`config.mk`:
```
export PLATFORM = sky130hd
export DESIGN_NAME = traffic_fsm
export DESIGN_NICKNAME = d
export VERILOG_FILES = /design/src/rtl/traffic_fsm.sv
export SDC_FILE = /design/constraint.sdc
export NUM_CORES = 1
export LEC_CHECK = 0
export BUFFER_PORTS_ARGS = -buffer_cell sky130_fd_sc_hd__buf_2
export CAP_MARGIN = 10
export CORE_ASPECT_RATIO = 1.5
export CORE_MARGIN = 8
export CORE_UTILIZATION = 30
export CTS_CLUSTER_DIAMETER = 40
export DETAILED_ROUTE_END_ITERATION = 7
export PLACE_DENSITY = 0.5
export SYNTH_ARGS = -nofsm -noshare
export SYNTH_HDL_FRONTEND = slang
export SYNTH_SLANG_ARGS = --single-unit
export TNS_END_PERCENT = 50
```
`constraint.sdc`:
```
create_clock -name clk -period 3.96 [get_ports clk]
set_input_delay 0 -clock clk [delete_from_list [all_inputs] [get_ports clk]]
set_output_delay 0 -clock clk [all_outputs]
set_load 0.1 [all_outputs]
```
`src/rtl/traffic_fsm.sv`:
```
// traffic_fsm: main-street / side-street traffic-light controller.
// Steps through the phases MAIN_G -> MAIN_Y -> (WALK) -> SIDE_G -> SIDE_Y
// on a per-second tick. Each green can be extended once per phase by the
// side-street vehicle sensor. Walk requests are latched until a WALK phase
// serves them. Lamp outputs are registered and are decoded from the next
// state, so they always match the state register.
module traffic_fsm #(
    parameter int T_BASE = 4,
    parameter int T_EXT  = 2,
    parameter int T_YEL  = 2,
    parameter int T_WALK = 3,
    parameter int CNT_W  = 4
) (
    input  logic       clk,
    input  logic       reset,
    input  logic       tick_1hz,
    input  logic       sensor_sync,
    input  logic       wr_sync,
    input  logic       prog_sync,
    output logic [2:0] main_lights,
    output logic [2:0] side_lights,
    output logic       walk_lamp,
    output logic [2:0] state_dbg
);

    typedef enum logic [2:0] {
        MAIN_G = 3'd0,
        MAIN_Y = 3'd1,
        WALK   = 3'd2,
        SIDE_G = 3'd3,
        SIDE_Y = 3'd4
    } state_t;

    // Phase durations, sized to the countdown register.
    localparam logic [CNT_W-1:0] L_BASE = CNT_W'(T_BASE);
    localparam logic [CNT_W-1:0] L_EXT  = CNT_W'(T_EXT);
    localparam logic [CNT_W-1:0] L_YEL  = CNT_W'(T_YEL);
    localparam logic [CNT_W-1:0] L_WALK = CNT_W'(T_WALK);
    localparam logic [CNT_W-1:0] L_ONE  = CNT_W'(1);

    // Lamp pattern for a state: {main[2:0], side[2:0], walk}.
    // Any unknown code shows all-red with no walk, the safest display.
    function automatic logic [6:0] lamp_decode(input state_t st);
        logic [6:0] lamps;
        case (st)
            MAIN_G:  lamps = {3'b001, 3'b100, 1'b0};
            MAIN_Y:  lamps = {3'b010, 3'b100, 1'b0};
            WALK:    lamps = {3'b100, 3'b100, 1'b1};
            SIDE_G:  lamps = {3'b100, 3'b001, 1'b0};
            SIDE_Y:  lamps = {3'b100, 3'b010, 1'b0};
            default: lamps = {3'b100, 3'b100, 1'b0};
        endcase
        return lamps;
    endfunction

    state_t           state_r;
    logic [CNT_W-1:0] cnt_r;
    logic             ext_r;
    logic             walk_pend_r;

    state_t           state_nxt_s;
    logic [CNT_W-1:0] cnt_nxt_s;
    logic             ext_nxt_s;
    logic             walk_nxt_s;
    logic             expiry_s;
    logic             illegal_s;
    logic             walk_req_s;

    assign expiry_s   = tick_1hz && (cnt_r == L_ONE);
    assign illegal_s  = (state_r > SIDE_Y);
    assign walk_req_s = walk_pend_r || wr_sync;
    assign state_dbg  = state_r;

    // Next-state, countdown, extension flag and walk latch.
    always_comb begin
        state_nxt_s = state_r;
        cnt_nxt_s   = cnt_r;
        ext_nxt_s   = ext_r;
        walk_nxt_s  = walk_req_s;
        if (prog_sync) begin
            // Restart the sequence; a pending walk request survives.
            state_nxt_s = MAIN_G;
            cnt_nxt_s   = L_BASE;
            ext_nxt_s   = 1'b0;
        end else if (illegal_s) begin
            state_nxt_s = MAIN_G;
            cnt_nxt_s   = L_BASE;
            ext_nxt_s   = 1'b0;
        end else if (expiry_s) begin
            case (state_r)
                MAIN_G: begin
                    if (sensor_sync && !ext_r) begin
                        cnt_nxt_s = L_EXT;
                        ext_nxt_s = 1'b1;
                    end else begin
                        state_nxt_s = MAIN_Y;
                        cnt_nxt_s   = L_YEL;
                        ext_nxt_s   = 1'b0;
                    end
                end
                MAIN_Y: begin
                    if (walk_req_s) begin
                        // Entering WALK consumes the request, including a
                        // button press seen on this very edge.
                        state_nxt_s = WALK;
                        cnt_nxt_s   = L_WALK;
                        walk_nxt_s  = 1'b0;
                    end else begin
                        state_nxt_s = SIDE_G;
                        cnt_nxt_s   = L_BASE;
                    end
                end
                WALK: begin
                    state_nxt_s = SIDE_G;
                    cnt_nxt_s   = L_BASE;
                end
                SIDE_G: begin
                    if (sensor_sync && !ext_r) begin
                        cnt_nxt_s = L_EXT;
                        ext_nxt_s = 1'b1;
                    end else begin
                        state_nxt_s = SIDE_Y;
                        cnt_nxt_s   = L_YEL;
                        ext_nxt_s   = 1'b0;
                    end
                end
                SIDE_Y: begin
                    state_nxt_s = MAIN_G;
                    cnt_nxt_s   = L_BASE;
                end
                default: begin
                    state_nxt_s = MAIN_G;
                    cnt_nxt_s   = L_BASE;
                    ext_nxt_s   = 1'b0;
                end
            endcase
        end else if (tick_1hz) begin
            cnt_nxt_s = cnt_r - L_ONE;
        end else begin
            cnt_nxt_s = cnt_r;
        end
    end

    // State, timer, latches and registered lamp outputs.
    always_ff @(posedge clk or posedge reset) begin
        if (reset) begin
            state_r     <= MAIN_G;
            cnt_r       <= L_BASE;
            ext_r       <= 1'b0;
            walk_pend_r <= 1'b0;
            main_lights <= 3'b001;
            side_lights <= 3'b100;
            walk_lamp   <= 1'b0;
        end else begin
            state_r     <= state_nxt_s;
            cnt_r       <= cnt_nxt_s;
            ext_r       <= ext_nxt_s;
            walk_pend_r <= walk_nxt_s;
            {main_lights, side_lights, walk_lamp} <= lamp_decode(state_nxt_s);
        end
    end

endmodule

```
==> Word-level counts from Yosys, hierarchy flattened <==
Index checks and enable logic that the tools add are counted.
{ "op_classes": {"n_mux": 23, "n_addsub": 1, "order_cmp": 1, "n_eq_ne": 10, "reduce_logical": 11} }
{ "ops": {"columns": ["op", "n"], "rows": [
  ["$pmux W7 S5", 1],
  ["$mux W3", 6],
  ["$mux W4", 4],
  ["$eq A3 B2 Y1 const B", 4],
  ["$pmux W3 S4", 1],
  ["$mux W1", 9],
  ["$eq A3 B1 Y1 const B", 2],
  ["$eq A3 B3 Y1 const B", 2],
  ["$logic_not A3 Y1", 2],
  ["$pmux W3 S2", 1],
  ["$eq A4 B1 Y1 const B", 1],
  ["$reduce_bool A4 Y1", 1],
  ["$sub A4 B1 Y4 const B", 1],
  ["$gt A3 B3 Y1 const B", 1],
  ["$ne A3 B1 Y1 const B", 1],
  ["$reduce_bool A3 Y1", 1],
  ["$reduce_or A3 Y1", 1],
  ["$logic_and A1 B1 Y1", 2],
  ["$pmux W1 S2", 1],
  ["$reduce_and A2 Y1", 1],
  ["$reduce_or A2 Y1", 1],
  ["$logic_not A1 Y1", 1],
  ["$logic_or A1 B1 Y1", 1]
]} }
{ "word_totals": {"word_cells": 53, "ff_bits": 16, "out_inout_bits": 10, "input_bits": 6} }

==> Depth between registers and ports, before layout <==
{ "depth": {"ltp_word": 9, "mapped_depth": 7, "depth_no_buf": 6} }

==> Worst setup path after synthesis <==
No wires, ideal clock.
{ "synth_timing": {"path_type": "reg2reg", "startpoint": "reg state_r[0] (netlist: state_dbg[0])", "endpoint": "reg side_lights[2]", "path_buffers": 0, "path_stages_with_launch": 5, "setup_time_ps": 79, "arrival_ps": 1947, "period_less_slack_ps": 2026, "required_time_ps": 3881, "slack_ps": 1934, "path_cell_list": "dfrtp_1 -> nand2_1 -> or4_4 -> a21oi_4 -> nor2_1"} }
{ "synth_between": {"elab_chain_len": 7, "elab_cells_between_ends": 17, "classes_between": "order compare (1); eq/ne (7); mux (7); reduce/logical (2)"} }
{ "synth_rtl": {"columns": ["element", "line", "rtl"], "rows": [
  ["start: declaration", "56", "state_t state_r;"],
  ["start signal: assignment", "155", "state_r <= state_nxt_s;"],
  ["$eq A3 B2 Y1 (tied with other cells)", "90", "case (state_r)"],
  ["$pmux W3 S4", "90", null],
  ["$mux W3", "89", "end else if (expiry_s) begin"],
  ["$mux W3 *", "85", "end else if (illegal_s) begin"],
  ["$mux W3 *", "80", "if (prog_sync) begin"],
  ["via state_nxt_s[2]", "61", "state_t state_nxt_s;"],
  ["$eq A3 B3 Y1 (tied with other cells)", "45", "case (st)"],
  ["$pmux W7 S5 *", "45", null],
  ["end signal: assignment", "159", "{main_lights, side_lights, walk_lamp} <= lamp_decode(state_nxt_s);"],
  ["end: declaration", "21", "output logic [2:0] side_lights,"]
]} }
The timed path passes the listed nets; every way through them passes the cells marked *.
A chain may end at the register's enable or synchronous reset.

==> Final worst setup path <==
{ "layout_timing": {"startpoint": "reg cnt_r[1]", "endpoint": "reg side_lights[2]"} }
{ "layout_between": {"elab_chain_len": 7, "elab_cells_between_ends": 11, "classes_between": "eq/ne (5); mux (4); reduce/logical (2)"} }
{ "layout_rtl": {"columns": ["element", "line", "rtl"], "rows": [
  ["start: declaration", "57", "logic [CNT_W-1:0] cnt_r;"],
  ["start signal: assignment", "156", "cnt_r <= cnt_nxt_s;"],
  ["$eq A4 B1 Y1 *", "69", "assign expiry_s = tick_1hz && (cnt_r == L_ONE);"],
  ["$logic_and A1 B1 Y1 *", "69", null],
  ["$mux W3 *", "89", null],
  ["$mux W3 *", "85", null],
  ["$mux W3 *", "80", null],
  ["via state_nxt_s[2]", "61", null],
  ["$eq A3 B3 Y1 (tied with other cells)", "45", null],
  ["$pmux W7 S5 *", "45", null]
]} }
Marked as above.

==> impl_metrics.env <==
export IMPL_ir_drop_uv=226
export IMPL_synth_most_common_cell="dfrtp_1"
export IMPL_path_cells="inv_1, ha_1, nand4bb_1, or4_4, a21oi_4, nor2_1"
export IMPL_areaGrowthSynthToFinish_pct=22.4
export IMPL_synthTopCellsByArea="dfrtp_1, dfstp_2, nor3_1"
export IMPL_worst_pin_slew_ns=0.607
export IMPL_avgSynthCellArea_um2=10.1
export IMPL_crit_type="reg -> reg"
export IMPL_cpPeakStageDelay_ns=0.67
export IMPL_grt_max_degree=17
export IMPL_hold_viol_final=0
export IMPL_die_x_um=57.8
export IMPL_htreeDepth=1
export IMPL_max_freq_mhz=503
export IMPL_wl_met2_um=982
export IMPL_fp_row_count=23
export IMPL_wirelength_mm=1.87
export IMPL_stdcell_count=123
export IMPL_layout_min_cycle_time_ns=1.99
export IMPL_synth_distinct_cells=29
export IMPL_synthFlopType="dfrtp_1"
export IMPL_layout_nets=107
export IMPL_finalSetupTns_ns=0
export IMPL_route_vias_total=680
export IMPL_async_flop_share_pct=100
export IMPL_crit_fanout=10
export IMPL_yosysSeqAreaShare_pct=51.4
export IMPL_synth_cell_area_um2=787
export IMPL_clkLatencyLatePin_ns=0.26
export IMPL_cp_arrival_ns=2.17
export IMPL_slowest_stage="or4_4"
export IMPL_clock_skew_ns=0.00111
export IMPL_viasPerCell=5.53
export IMPL_p_leak_nw=0.431
export IMPL_numCtsBuffers=3
export IMPL_wl_per_cell_um=15.2
export IMPL_min_path_type="in -> reg"
export IMPL_final_layout_size_suffix_gt1_share_pct=26.5
export IMPL_relSlewSlack_pct=59.5
export IMPL_initial_utilization_pct=30.4
export IMPL_drtAntennaViolNets=0
export IMPL_status="finished clean"
export IMPL_crit_required_ns=4.15
export IMPL_clk_pin_slew_ns=0.06
export IMPL_synth_top_cell_by_area="dfrtp_1"
export IMPL_finalSetupViolCount=0
export IMPL_gp_congestion=0.855
export IMPL_dr_wl_met3_um=137
export IMPL_post_cts_resized=0
export IMPL_die_h_um=78.7
export IMPL_timing_final_ws_setup_ns=1.97
export IMPL_dp_cells=117
export IMPL_power_mw=0.349
export IMPL_power_density_nw_per_um2=362
export IMPL_ys_top_cells_by_count="dfrtp_1, nor2_1, nor3_1, o21ai_0, a21oi_1"
export IMPL_portBuffers=15
export IMPL_drt_initial_drc_count=14
export IMPL_netlist_instances=78
export IMPL_drc=0
export IMPL_fin_crit_sh_pct=50.2
export IMPL_ys_seq_elements=16
export IMPL_synth_top_area_share_pct=41.3
export IMPL_drtPass1Iterations=5
export IMPL_overflow=0
export IMPL_ys_warn_count=0
export IMPL_clkSinkCount=16
export IMPL_core_um2=2590
export IMPL_grt_pass1_vias=748
export IMPL_cp_end_kind="flip-flop"
export IMPL_rsz0062_at_grt="false"
export IMPL_grt_first_pass_wirelength_mm=3.32
export IMPL_dp_slack_ns=2.03
export IMPL_hold_ws_ns=0.0411
export IMPL_synth_edf_count=0
export IMPL_drv_slew=0
export IMPL_io_pins=16
export IMPL_cts_root_buf="clkbuf_8"
export IMPL_synth_nets=86
export IMPL_tritoncts="done"
export IMPL_cts_buffer_depth=2
export IMPL_crit_path_start_kind="flip-flop"
export IMPL_met1_length_um=689
export IMPL_antenna_found_initial=0
export IMPL_drv_cap=0
export IMPL_track_usage_pct=9.27
export IMPL_dp_hpwl_mm=1.43
export IMPL_antenna_cells=0
export IMPL_dieArea_um2=4550
export IMPL_highest_layer="met4"
## registers in the layout (all words and copies together) (netlist names)
signal,cells
side_lights,3
ext_r,1
state_dbg,3
walk_pend_r,1
cnt_r,4
main_lights,3
walk_lamp,1
## kinds of logic after synthesis
family	Yosys count	synth area share (%)
flops	16	51.4
simple gates	36	27.2
buf+inv	4	2.07
compound gates	20	16.2
fa+ha+maj	2	3.18
## per-layer routing
layer  GRT usage [%]  vias up
met5               0        -
met4            6.40        0
li1                -      322
met3            3.55        7
met2            14.9       17
met1            9.71      334
## per-stage QoR
| step | cell area [µm²] | util [%] |
|---|---|---|
| after floorplan | 787 | - |
| after global placement | 888 | 34.3 |
| after detailed placement | 888 | 34.3 |
| after CTS | 963 | 37.2 |
| after global routing | 963 | 37.2 |
| final | 963 | 37.2 |
## worst max-delay path, delay by kind of cell, from the launching register on
| kind | cells | cell delay [ns] |
|---|---|---|
| DFF | 1 | 0.39 |
| adders and majority gates | 1 | 0.19 |
| buffers and inverters | 1 | 0.08 |
| and+or+nand+nor | 3 | 1.11 |
| AOI/OAI and AO/OA | 1 | 0.14 |
## cell type report
type / count / area [µm²]
flip-flops and latches: 16 / 404
inverters: 3 / 11.3
clock buffers: 4 / 55.1
fillers: 279 / 1630
repair buffers: 17 / 95.1
well taps: 25 / 31.3
multi-input cells: 58 / 367
## cells in the final DEF, fill, tap and decap left out, drive strengths merged, types with 2 or more instances in the layout
cell,count
nor2b,4
nand2b,2
a31oi,2
nand3,3
dlygate4sd3,2
inv,3
nor2,7
o21ai,6
or4,2
dfstp,3
o22ai,2
buf,15
clkbuf,4
ha,2
dfrtp,13
nor3,7
nand2,2
or2,3
a21o,2
a21oi,6
## what timing repair did
item,in CTS,in global routing
endpoints found under the hold margin,15,0
hold buffers,2,0
buffers inserted,0,0
## worst paths after layout
check                      startpoint              to  slack [ns]  cells after the start
min in group asynchronous       reset    state_dbg[2]        0.36                      3
max in group asynchronous       reset           ext_r        3.21                      3
setup / recovery             cnt_r[1]  side_lights[2]        1.97                      6
setup reg to reg             cnt_r[1]  side_lights[2]        1.97                      6
hold / removal                wr_sync     walk_pend_r        0.04                      3
hold reg to reg                 ext_r           ext_r        0.53                      1
## where the power goes
part           switching [mW]  leakage [nW]  internal [mW]  total, mW
Sequential            0.00375         0.206          0.168      0.172
Combinational          0.0183         0.197         0.0126     0.0309
Clock                  0.0573        0.0288         0.0884      0.146
Total                  0.0794         0.431          0.269      0.349
Power figures use the tool's default switching activity.
